`config.mk`:
```
export PLATFORM = sky130hd
export DESIGN_NAME = ltl_nfa_engine_flat
export DESIGN_NICKNAME = d
export VERILOG_FILES = /design/src/rtl/ltl_nfa_pkg.sv /design/src/rtl/ltl_nfa_if.sv /design/src/rtl/ltl_nfa_report_fifo.sv /design/src/rtl/ltl_nfa_engine.sv /design/src/flat_wrapper.sv
export SDC_FILE = /design/constraint.sdc
export NUM_CORES = 2
export LEC_CHECK = 0
export BUFFER_PORTS_ARGS = -buffer_cell sky130_fd_sc_hd__buf_4
export CAP_MARGIN = 10
export CORE_ASPECT_RATIO = 1.25
export CORE_UTILIZATION = 60
export CTS_BUF_LIST = sky130_fd_sc_hd__clkbuf_8
export CTS_CLUSTER_SIZE = 12
export DETAILED_ROUTE_END_ITERATION = 6
export PLACE_DENSITY = 0.82
export SYNTH_ARGS = -nofsm -noshare
export SYNTH_HDL_FRONTEND = slang
export SYNTH_SLANG_ARGS = --single-unit
```
`constraint.sdc`:
```
create_clock -name clk -period 7.18 [get_ports clk]
set_input_delay 0.718 -clock clk [delete_from_list [all_inputs] [get_ports clk]]
set_output_delay 0.718 -clock clk [all_outputs]
set_load 0.02 [all_outputs]
```
`src/rtl/ltl_nfa_pkg.sv`:
```
// ltl_nfa_pkg: shared definitions for the runtime-programmable NFA engine.
//   cfg_kind_e      : configuration write selector (range lo/hi, edge mask, flags)
//   FLAG_*          : bit positions inside a kind-3 (flags) write word
// The report-entry struct {idx, vec} depends on the engine parameters, so it
// is declared inside ltl_nfa_report_fifo where those widths are known.
package ltl_nfa_pkg;

  typedef enum logic [1:0] {
    CFG_RANGE_LO = 2'd0,
    CFG_RANGE_HI = 2'd1,
    CFG_EDGE     = 2'd2,
    CFG_FLAGS    = 2'd3
  } cfg_kind_e;

  // flags word layout: {report, start_all, start_sod}
  localparam int unsigned FLAG_START_SOD = 0;
  localparam int unsigned FLAG_START_ALL = 1;
  localparam int unsigned FLAG_REPORT    = 2;

endpackage

```
`src/rtl/ltl_nfa_if.sv`:
```
// ltl_nfa_if: report drain channel of the NFA engine (valid/ready).
//   report_valid : FIFO head valid           (engine -> consumer)
//   report_vec   : head report bitmap        (engine -> consumer)
//   report_idx   : head symbol index         (engine -> consumer)
//   report_ready : consumer accepts the head (consumer -> engine)
interface ltl_nfa_if #(
  parameter int unsigned NUM_STATES = 16,
  parameter int unsigned CNT_W      = 32
);
  logic                  report_valid;
  logic                  report_ready;
  logic [NUM_STATES-1:0] report_vec;
  logic [CNT_W-1:0]      report_idx;

  modport master (output report_valid, output report_vec, output report_idx,
                  input  report_ready);
  modport slave  (input  report_valid, input  report_vec, input  report_idx,
                  output report_ready);
endinterface

```
`src/rtl/ltl_nfa_report_fifo.sv`:
```
// ltl_nfa_report_fifo: synchronous valid/ready FIFO of report entries.
//   clk, reset          : clock, synchronous active-high reset
//   push, push_idx/vec  : write request and entry fields
//   ready               : consumer accepts head (pop = valid & ready)
//   valid, head_idx/vec : head entry, fields forced to 0 when empty
//   overflow            : sticky, set when a push is dropped on full
module ltl_nfa_report_fifo #(
  parameter int unsigned DEPTH = 4,
  parameter int unsigned VEC_W = 16,
  parameter int unsigned CNT_W = 32
) (
  input  logic             clk,
  input  logic             reset,
  input  logic             push,
  input  logic [CNT_W-1:0] push_idx,
  input  logic [VEC_W-1:0] push_vec,
  input  logic             ready,
  output logic             valid,
  output logic [CNT_W-1:0] head_idx,
  output logic [VEC_W-1:0] head_vec,
  output logic             overflow
);
  localparam int unsigned AW = $clog2(DEPTH);

  typedef struct packed {
    logic [CNT_W-1:0] idx;
    logic [VEC_W-1:0] vec;
  } entry_t;

  entry_t        mem [DEPTH];
  entry_t        head;
  logic [AW-1:0] wr_ptr, rd_ptr;
  logic [AW:0]   count;
  logic          full, pop, do_push;

  assign valid   = (count != '0);
  assign full    = (count == (AW+1)'(DEPTH));
  assign pop     = valid & ready;
  // a pop in the same cycle frees the slot, so a full FIFO still accepts
  assign do_push = push & (~full | pop);

  always_ff @(posedge clk) begin
    if (reset) begin
      wr_ptr   <= '0;
      rd_ptr   <= '0;
      count    <= '0;
      overflow <= 1'b0;
    end else begin
      if (do_push) wr_ptr <= wr_ptr + AW'(1);
      if (pop)     rd_ptr <= rd_ptr + AW'(1);
      case ({do_push, pop})
        2'b10:   count <= count + (AW+1)'(1);
        2'b01:   count <= count - (AW+1)'(1);
        default: count <= count;
      endcase
      if (push && !do_push) overflow <= 1'b1;
    end
  end

  always_ff @(posedge clk) begin
    if (do_push) mem[wr_ptr] <= '{idx: push_idx, vec: push_vec};
  end

  assign head     = mem[rd_ptr];
  assign head_idx = valid ? head.idx : '0;
  assign head_vec = valid ? head.vec : '0;

endmodule

```
`src/rtl/ltl_nfa_engine.sv`:
```
// ltl_nfa_engine: runtime-programmable homogeneous NFA engine.
//   clk, reset   : clock, synchronous active-high reset
//   run, symbols : symbol-valid strobe and input symbol
//   cfg_*        : configuration write port (kind/state/range/data)
//   report_now   : active_q & report_mask
//   rpt          : report FIFO drain (valid/ready, vec, idx)
//   overflow     : sticky, a report entry was dropped
// Optional: define LTL_NFA_ALL_INPUT_EN to store the start_all flag;
// otherwise start_all reads as 0 and has no storage.
module ltl_nfa_engine import ltl_nfa_pkg::*; #(
  parameter int unsigned NUM_STATES   = 16,
  parameter int unsigned SYMBOL_W     = 8,
  parameter int unsigned NUM_RANGES   = 4,
  parameter int unsigned CNT_W        = 32,
  parameter int unsigned REPORT_DEPTH = 4
) (
  input  logic                          clk,
  input  logic                          reset,
  input  logic                          run,
  input  logic [SYMBOL_W-1:0]           symbols,
  input  logic                          cfg_we,
  input  logic [1:0]                    cfg_kind,
  input  logic [$clog2(NUM_STATES)-1:0] cfg_state,
  input  logic [$clog2(NUM_RANGES)-1:0] cfg_range,
  input  logic [31:0]                   cfg_wdata,
  output logic [NUM_STATES-1:0]         report_now,
  ltl_nfa_if.master                     rpt,
  output logic                          overflow
);
  logic [SYMBOL_W-1:0]   lo [NUM_STATES][NUM_RANGES];
  logic [SYMBOL_W-1:0]   hi [NUM_STATES][NUM_RANGES];
  logic [NUM_STATES-1:0] edge_mask [NUM_STATES];
  logic [NUM_STATES-1:0] report_mask, start_sod, start_all;
  logic [NUM_STATES-1:0] active_q, active_d, enable, match, push_vec;
  logic [CNT_W-1:0]      sym_cnt;
  logic                  sod_pending, start_of_data, push, cfg_hit;
  logic                  unused_cfg;

`ifdef LTL_NFA_ALL_INPUT_EN
  logic [NUM_STATES-1:0] start_all_q;
  assign start_all = start_all_q;
`else
  assign start_all = '0;
`endif

  assign cfg_hit    = cfg_we && (32'(cfg_state) < NUM_STATES)
                             && (32'(cfg_range) < NUM_RANGES);
  assign unused_cfg = ^cfg_wdata;

  always_ff @(posedge clk) begin
    if (reset) begin
      for (int unsigned i = 0; i < NUM_STATES; i++) begin
        edge_mask[i] <= '0;
        for (int unsigned r = 0; r < NUM_RANGES; r++) begin
          lo[i][r] <= '1;
          hi[i][r] <= '0;
        end
      end
      report_mask <= '0;
      start_sod   <= '0;
`ifdef LTL_NFA_ALL_INPUT_EN
      start_all_q <= '0;
`endif
    end else if (cfg_hit) begin
      case (cfg_kind_e'(cfg_kind))
        CFG_RANGE_LO: lo[cfg_state][cfg_range] <= cfg_wdata[SYMBOL_W-1:0];
        CFG_RANGE_HI: hi[cfg_state][cfg_range] <= cfg_wdata[SYMBOL_W-1:0];
        CFG_EDGE:     edge_mask[cfg_state]     <= cfg_wdata[NUM_STATES-1:0];
        CFG_FLAGS: begin
          report_mask[cfg_state] <= cfg_wdata[FLAG_REPORT];
          start_sod[cfg_state]   <= cfg_wdata[FLAG_START_SOD];
`ifdef LTL_NFA_ALL_INPUT_EN
          start_all_q[cfg_state] <= cfg_wdata[FLAG_START_ALL];
`endif
        end
        default: ;
      endcase
    end
  end

  assign start_of_data = sod_pending & run;

  always_comb begin
    match  = '0;
    enable = '0;
    for (int unsigned i = 0; i < NUM_STATES; i++) begin
      for (int unsigned r = 0; r < NUM_RANGES; r++) begin
        if (symbols >= lo[i][r] && symbols <= hi[i][r]) match[i] = 1'b1;
      end
      enable[i] = (|(active_q & edge_mask[i])) | (start_sod[i] & start_of_data)
                | start_all[i];
    end
    active_d = enable & match;
    push_vec = active_d & report_mask;
    push     = run & (|push_vec);
  end

  always_ff @(posedge clk) begin
    if (reset) begin
      active_q    <= '0;
      sym_cnt     <= '0;
      sod_pending <= 1'b1;
    end else if (run) begin
      active_q    <= active_d;
      sym_cnt     <= sym_cnt + CNT_W'(1);
      sod_pending <= 1'b0;
    end
  end

  assign report_now = active_q & report_mask;

  ltl_nfa_report_fifo #(
    .DEPTH (REPORT_DEPTH),
    .VEC_W (NUM_STATES),
    .CNT_W (CNT_W)
  ) u_fifo (
    .clk      (clk),
    .reset    (reset),
    .push     (push),
    .push_idx (sym_cnt),
    .push_vec (push_vec),
    .ready    (rpt.report_ready),
    .valid    (rpt.report_valid),
    .head_idx (rpt.report_idx),
    .head_vec (rpt.report_vec),
    .overflow (overflow)
  );

endmodule
```
`src/flat_wrapper.sv`:
```
// flat-port wrapper written by rule: the top's interface ports become plain ports
module ltl_nfa_engine_flat import ltl_nfa_pkg::*;
#(
  parameter int unsigned NUM_STATES   = 16,
  parameter int unsigned SYMBOL_W     = 8,
  parameter int unsigned NUM_RANGES   = 4,
  parameter int unsigned CNT_W        = 32,
  parameter int unsigned REPORT_DEPTH = 4
)
  (clk, reset, run, symbols, cfg_we, cfg_kind, cfg_state, cfg_range, cfg_wdata, report_now, overflow, rpt_report_valid, rpt_report_vec, rpt_report_idx, rpt_report_ready);
  ltl_nfa_if #(.NUM_STATES(NUM_STATES), .CNT_W(CNT_W)) rpt_i ();
  input  logic clk;
  input  logic reset;
  input  logic run;
  input  logic [SYMBOL_W-1:0] symbols;
  input  logic cfg_we;
  input  logic [1:0] cfg_kind;
  input  logic [$clog2(NUM_STATES)-1:0] cfg_state;
  input  logic [$clog2(NUM_RANGES)-1:0] cfg_range;
  input  logic [31:0] cfg_wdata;
  output logic [NUM_STATES-1:0] report_now;
  output logic overflow;
  output wire logic [$bits(rpt_i.report_valid)-1:0] rpt_report_valid;
  output wire logic [$bits(rpt_i.report_vec)-1:0] rpt_report_vec;
  output wire logic [$bits(rpt_i.report_idx)-1:0] rpt_report_idx;
  input wire logic [$bits(rpt_i.report_ready)-1:0] rpt_report_ready;
  assign rpt_report_valid = rpt_i.report_valid;
  assign rpt_report_vec = rpt_i.report_vec;
  assign rpt_report_idx = rpt_i.report_idx;
  assign rpt_i.report_ready = rpt_report_ready;
  ltl_nfa_engine #(.NUM_STATES(NUM_STATES), .SYMBOL_W(SYMBOL_W), .NUM_RANGES(NUM_RANGES), .CNT_W(CNT_W), .REPORT_DEPTH(REPORT_DEPTH)) u_core (.clk(clk), .reset(reset), .run(run), .symbols(symbols), .cfg_we(cfg_we), .cfg_kind(cfg_kind), .cfg_state(cfg_state), .cfg_range(cfg_range), .cfg_wdata(cfg_wdata), .report_now(report_now), .rpt(rpt_i), .overflow(overflow));
endmodule
```
Word level (Yosys, flattened, before mapping)
Memory sizes are Yosys's and may differ from the RTL's. A register that Yosys moved wholly into a read port is not among the register bits.
Index checks and enable logic that the tools add are counted.
{"block": "word_totals", "ram_bits": 1472, "inputBits": 53, "ff_bits": 89, "output_inout_bits": 66, "memories": 4, "elab_cells": 406}
{"block": "classes", "addsub": 5, "n_bitwise": 58, "muxes": 100, "reduce_logical": 92, "order_cmp": 132, "n_eq_ne": 6}
{"memory": "u_core.hi", "words": 16, "width": 32, "rd": 16, "rd_clocked_by_memory_dff": 0, "wr": 16, "line": "ltl_nfa_engine.sv:31", "text": "logic [SYMBOL_W-1:0] hi [NUM_STATES][NUM_RANGES];"}
{"memory": "u_core.lo", "words": 16, "width": 32, "rd": 16, "rd_clocked_by_memory_dff": 0, "wr": 16, "line": "ltl_nfa_engine.sv:30", "text": "logic [SYMBOL_W-1:0] lo [NUM_STATES][NUM_RANGES];"}
{"memory": "u_core.edge_mask", "words": 16, "width": 16, "rd": 16, "rd_clocked_by_memory_dff": 0, "wr": 16, "line": "ltl_nfa_engine.sv:32", "text": "logic [NUM_STATES-1:0] edge_mask [NUM_STATES];"}
{"memory": "u_core.u_fifo.mem", "words": 4, "width": 48, "rd": 1, "rd_clocked_by_memory_dff": 1, "wr": 1, "line": "ltl_nfa_report_fifo.sv:30", "text": "entry_t mem [DEPTH];"}
{"operator": ">= comparator 8 bit", "count": 64}
{"operator": "<= comparator 8 bit", "count": 64}
{"operator": "bitwise AND 16 bit", "count": 19}
{"operator": "OR reduction 16 bit", "count": 18}
{"operator": "two-way mux 32 bit", "count": 7}
{"operator": "two-way mux 1 bit", "count": 80}
{"operator": "logical AND 1 bit", "count": 67}
{"operator": "OR reduction 32 bit", "count": 2}
{"operator": "adder 32 x 1 -> 32 bit, second input constant", "count": 1}
{"operator": "bitwise mux 16 bit", "count": 2}
{"operator": "two-way mux 16 bit", "count": 2}
{"operator": "bitwise AND 1 bit", "count": 20}
{"operator": "bitwise OR 1 bit", "count": 17}
{"operator": "demux 8 bit (select 2 bit)", "count": 1}
{"operator": "two-way mux 4 bit", "count": 3}
{"operator": "two-way mux 8 bit", "count": 1}
{"operator": "== test 2 bit, second input constant", "count": 3}
{"operator": "one-hot mux 3 bit (2 select lines)", "count": 1}
{"operator": "< comparator 4 x 5 -> 1 bit, second input constant", "count": 1}
{"operator": "adder 2 x 1 -> 2 bit, second input constant", "count": 2}
{"operator": "demux 1 bit (select 4 bit)", "count": 1}
{"operator": "== test 2 x 1 -> 1 bit, second input constant", "count": 2}
{"operator": ">= comparator 4 x 1 -> 1 bit, second input constant", "count": 1}
{"operator": "two-way mux 2 bit", "count": 2}
{"operator": "other kinds (12)", "count": 12}

Longest topological paths before layout
An unclocked memory read counts as a cell.
{"block": "depth", "depth_word": 14, "ltp_mapped": 16, "mapped_depth_nobuf": 16}

Cells and area by module
Synthesis repeated with hierarchy kept, for this count alone.
{"block": "hier_totals", "cells_unflattened": 7511, "area_unflattened_um2": 86167.6}
{"mod": "ltl_nfa_engine", "area_per_inst_um2": 78337.6, "cells_each": 7137, "seq_area_each_um2": 40058.4, "instances": 1}
{"mod": "ltl_nfa_report_fifo", "area_per_inst_um2": 7830.0, "cells_each": 374, "seq_area_each_um2": 5965.7, "instances": 1}

Worst setup path before layout
OpenSTA, ideal clock, no wires.
{"block": "synth_path", "kind": "input port to flip-flop", "from": "input port symbols[0]", "to": "memory u_core.u_fifo.mem[0][0] (netlist name), enable pin", "path_slack_ns": 0.524, "required_time_ns": 6.704, "path_stages": 11, "arrival_time_ns": 6.180, "setup_time_ns": 0.476, "path_buffers": 0, "cell_sequence": "inv_1 > ha_1 > nand2b_1 > a2111oi_2 > nor3_1 > o32a_1 > o311ai_2 > nand4_1 > o41ai_4 > nor2_1 > and2_1"}
{"block": "synth_between", "elab_chain_cells": 13, "word_cells_on_any_way": 263, "cone_classes": "order compare (128); mux (66); bitwise (4); reduce/logical (65)"}
{"item": "start, declared", "line": "flat_wrapper.sv:15", "text": "input logic [SYMBOL_W-1:0] symbols;"}
{"item": ">= comparator 8 bit / <= comparator 8 bit (equally long branches)", "line": "ltl_nfa_engine.sv:88", "text": "if (symbols >= lo[i][r] && symbols <= hi[i][r]) match[i] = 1'b1;"}
{"item": "logical AND 1 bit", "line": "ltl_nfa_engine.sv:88"}
{"item": "two-way mux 1 bit (4 in series)", "line": "ltl_nfa_engine.sv:88"}
{"item": "bitwise AND 16 bit *", "line": "ltl_nfa_engine.sv:93", "text": "active_d = enable & match;"}
{"item": "bitwise AND 16 bit *", "line": "ltl_nfa_engine.sv:94", "text": "push_vec = active_d & report_mask;"}
{"item": "OR reduction 16 bit *", "line": "ltl_nfa_engine.sv:95", "text": "push = run & (|push_vec);"}
{"item": "bitwise AND 1 bit *", "line": "ltl_nfa_engine.sv:95"}
{"item": "bitwise AND 1 bit *", "line": "ltl_nfa_report_fifo.sv:40", "text": "assign do_push = push & (~full | pop);"}
{"item": "two-way mux 1 bit *", "line": "ltl_nfa_report_fifo.sv:61", "text": "if (do_push) mem[wr_ptr] <= '{idx: push_idx, vec: push_vec};"}
{"item": "two-way mux 1 bit (not written as such) *", "line": "ltl_nfa_report_fifo.sv:61"}
{"item": "end, declared", "line": "ltl_nfa_report_fifo.sv:30"}
Every way passes the cells marked *; elsewhere a longest branch is shown, timed or not.

Worst setup path after layout
{"block": "layout_path", "from": "input port symbols[7]", "to": "memory u_core.u_fifo.mem[0][14] (netlist name), enable pin"}
Same word-level chain as after synthesis.

==> impl_metrics.toml <==
[sta]
final_hold_viol_count = 0
finalSetupViolCount = 0
worst_pin_slew_ps = 1194
post-route-period-util_pct = 67.54
relative_slew_slack_pct = 20.30
rsz0062_at_grt = "false"
final.setup.worst_slack_ps = 2331
maxClockFrequency_mhz = 206.2
setup_total_negative_slack_ps = 0
fin_worst_skew_ps = 73.44
holdWs_ps = 171.2
final_period_minus_worst_setup_slack_ps = 4849
max_slew_violations = 0

[global_route]
vias_in_the_first_global_route = 59250
initial_antenna_violation_count = 7
largest_net_degree_at_the_start_of_global_routing = 145
overflow = 0
tot_gr_track_use_pct = 29.43
grt_first_pass_wirelength_um = 326700

[placement]
detailedPlace.worstSlack_ps = 1310
gpl.final_weighted_congestion = 0.8582
post-place-cells = 9225
detailedPlacementHpwl_um = 133300
numPortBuffers = 102
place_area_um2 = 89430

[setup_path]
critical_path.startpoint_type = "input port"
worst_r2r_startpoint = "u_core.lo[3][16]"
r2r.worst_path.cells = 11
critical-path-slowest-cell = "sky130_fd_sc_hd__o311ai_1"
timing.critical_path.required_ps = 7890
crit_path_frequent_cell = "sky130_fd_sc_hd__buf_4"
regToRegSetupSlack_ps = 2450
critPathMaxFanout = 34
timing.rr.end = "u_core.u_fifo.mem[0][14]"
crit_path_capture_type = "flop"
crit_path_max_incr_delay_ps = 730
cp_data_arrival_time_ps = 5560
worstSetupPathType = "input port to flop"
critical_path.cell_chain = "buf_6 > buf_4 > ha_1 > and4_1 > a221oi_1 > nand2_1 > o2bb2ai_1 > o311ai_1 > nand4_1 > o41ai_4 > nor2_1 > and2_2 > buf_4"

[logic_synthesis]
postSynthCellCount = 7495
proportion_of_synthesized_chip_area_in_sequential_cells_pct = 53.28
syn_nets = 8578
number_of_warnings_printed_during_yosys_synthesis = 0
post_synth_num_cell_types = 56
ys_ff_latch = 1563
synth_area_um2 = 86380
postSynth.topFlopCell = "sky130_fd_sc_hd__edfxtp_1"
async_flop_share_pct = 0
syn-mean-instance-area_um2 = 11.53
post_synth_edffs = 1472

[clock_network]
path_clk_slew_ps = 70
cts-root-to-sink-buffers = 3
ctsHoldBuffers = 0
clk-insertion-delay-late_ps = 1000
htree_levels = 4
ctsResizeCount = 0
cts.repair_timing.setup_buffer_count = 0
tritoncts = "built"
root_buffer = "sky130_fd_sc_hd__clkbuf_8"
tritoncts.num_buffers = 224
clock_sinks = 1563

[die]
die_area_um2 = 145500
core_um2 = 142700
ports = 119
die_height_um = 426.2
die_w_um = 341.4
num_rows = 155
initial_standard_cell_utilization_of_the_core_pct = 60.52

[power]
total_power_mw = 21.14
power.leakage_nw = 40.93
peakVddDrop_uv = 190.0
power-per-cell-area_nw_per_um2 = 224.9

[final_layout]
layout.cells.most_common = "sky130_fd_sc_hd__edfxtp_1"
nets = 8650
layout.core_utilization_pct = 65.83
mostFrequentLayoutCells = "1472 x sky130_fd_sc_hd__edfxtp_1, 1029 x sky130_fd_sc_hd__ha_1, 1015 x sky130_fd_sc_hd__inv_1"
layout-drive-gt1-share_pct = 13.49
final_cells = 9649
area.growth.synth_to_final_pct = 8.776
final_area_um2 = 93960

[routing]
wl_um = 214700
detail_route.wl_per_cell_um = 22.25
first_pass_iters = 6
number_of_violations_reported_at_the_end_of_detailed_routing_iteration_0 = 5370
routed-via-count = 59080
ant_nets = 0
drcViolationCount = 0
average_vias_per_placed_instance = 6.123

[min_path]
endpoint_of_the_worst_hold_timing_path = "u_core.u_fifo.wr_ptr[1]"
hp-start = "rpt_report_ready"
min_path_type = "input port to flop"
min_delay_path_depth = 4

[job]
max_cap_violations = 0

[status]
outcome = "finished clean"
## cell usage after synthesis (16+ instances only)
cell	number	area (µm²)
sky130_fd_sc_hd__a21o_1	67	503.0
sky130_fd_sc_hd__nand2b_1	89	556.8
sky130_fd_sc_hd__mux4_2	48	1081
sky130_fd_sc_hd__nor2_1	160	600.6
sky130_fd_sc_hd__nand4_1	155	969.7
sky130_fd_sc_hd__xor2_1	26	227.7
sky130_fd_sc_hd__dfxtp_1	91	1822
sky130_fd_sc_hd__ha_1	1029	12870
sky130_fd_sc_hd__o211ai_1	50	375.4
sky130_fd_sc_hd__a221oi_1	48	420.4
sky130_fd_sc_hd__edfxtp_1	1472	44200
sky130_fd_sc_hd__o21bai_1	29	217.7
sky130_fd_sc_hd__o22ai_1	18	112.6
sky130_fd_sc_hd__nand2_1	293	1100
sky130_fd_sc_hd__or3_1	154	963.4
sky130_fd_sc_hd__a2111oi_0	19	166.4
sky130_fd_sc_hd__o21a_1	16	120.1
sky130_fd_sc_hd__o22a_1	32	280.3
sky130_fd_sc_hd__a21oi_1	427	2137
sky130_fd_sc_hd__and2_1	326	2039
sky130_fd_sc_hd__a211o_1	32	280.3
sky130_fd_sc_hd__clkbuf_1	380	1426
sky130_fd_sc_hd__or2_2	385	2409
sky130_fd_sc_hd__and4_1	52	455.4
sky130_fd_sc_hd__inv_1	953	3577
sky130_fd_sc_hd__o2111ai_1	18	157.7
sky130_fd_sc_hd__a22o_1	34	297.8
sky130_fd_sc_hd__nor2b_1	86	538.0
sky130_fd_sc_hd__nor3_1	36	180.2
sky130_fd_sc_hd__o21ai_0	144	720.7
sky130_fd_sc_hd__and3_1	520	3253
sky130_fd_sc_hd__nand3_1	104	520.5
sky130_fd_sc_hd__a22oi_1	64	480.5
## worst max-delay path, delay by kind of cell
kind,cells,cell delay [ps]
adders and majority gates,1,290
and+or+nand+nor,5,1390
buffers and inverters,3,1190
AOI/OAI and AO/OA,4,1930
## report_power, final
part	total, mW	switching [mW]	internal [mW]	leakage, nW
Clock	7.12	3.50	3.62	2.57
Combinational	3.42	2.10	1.32	23.3
Sequential	10.6	0.256	10.3	15.0
## final cells by class
class | count | area (µm²)
diodes | 4 | 10.01
flip-flops and latches | 1563 | 46030
repair buffers | 240 | 2066
inverters | 953 | 3582
multi-input cells | 4585 | 35400
fillers | 10050 | 48770
clock buffers | 232 | 3193
well taps | 1884 | 2357
clock inverters | 188 | 1329
## registers in the layout, indices dropped and copies added, names as in the netlist, named ones only
signal / flops
u_core.u_fifo.mem: 192
u_core.report_mask: 16
u_core.sym_cnt: 32
u_core.start_sod: 16
u_core.sod_pending: 1
u_core.u_fifo.wr_ptr: 2
u_core.u_fifo.count: 3
u_core.hi: 512
u_core.u_fifo.rd_ptr: 2
u_core.lo: 512
u_core.edge_mask: 256
u_core.active_q: 16
u_core.u_fifo.overflow: 1
## worst max path at each step
stage / endpoint / slack (ps) / cells after the start / start
after floorplan: u_core.u_fifo.mem[0][0] / 520 / 11 / symbols[0]
after global placement: u_core.u_fifo.mem[0][45] / 1320 / 13 / symbols[7]
after detailed placement: u_core.u_fifo.mem[0][44] / 1310 / 13 / symbols[7]
after CTS: u_core.u_fifo.mem[0][45] / 2390 / 12 / u_core.lo[3][5]
after global routing: u_core.u_fifo.mem[0][45] / 2130 / 13 / symbols[7]
final: u_core.u_fifo.mem[0][14] / 2330 / 13 / symbols[7]
## cell families after synthesis
family / count (synthesis) / share of synthesized area (%)
compound gates: 1102 / 8.450
xor+xnor: 32 / 0.3245
flops: 1563 / 53.28
simple gates: 2369 / 15.85
buf+inv: 1347 / 5.860
fa+ha+maj: 1030 / 14.93
mux: 52 / 1.309
## routing by layer
layer / wire, µm / GRT usage (%) / vias up / part of all wire (%)
li1: - / - / 27140 / -
met1: 78560 / 34.17 / 28630 / 37
met3: 18650 / 5.698 / 700 / 8.7
met2: 106100 / 51.35 / 2601 / 49
met5: 61 / 0 / - / 0.028
met4: 11290 / 15.68 / 8 / 5.3
(Power assumes the default switching activity.)
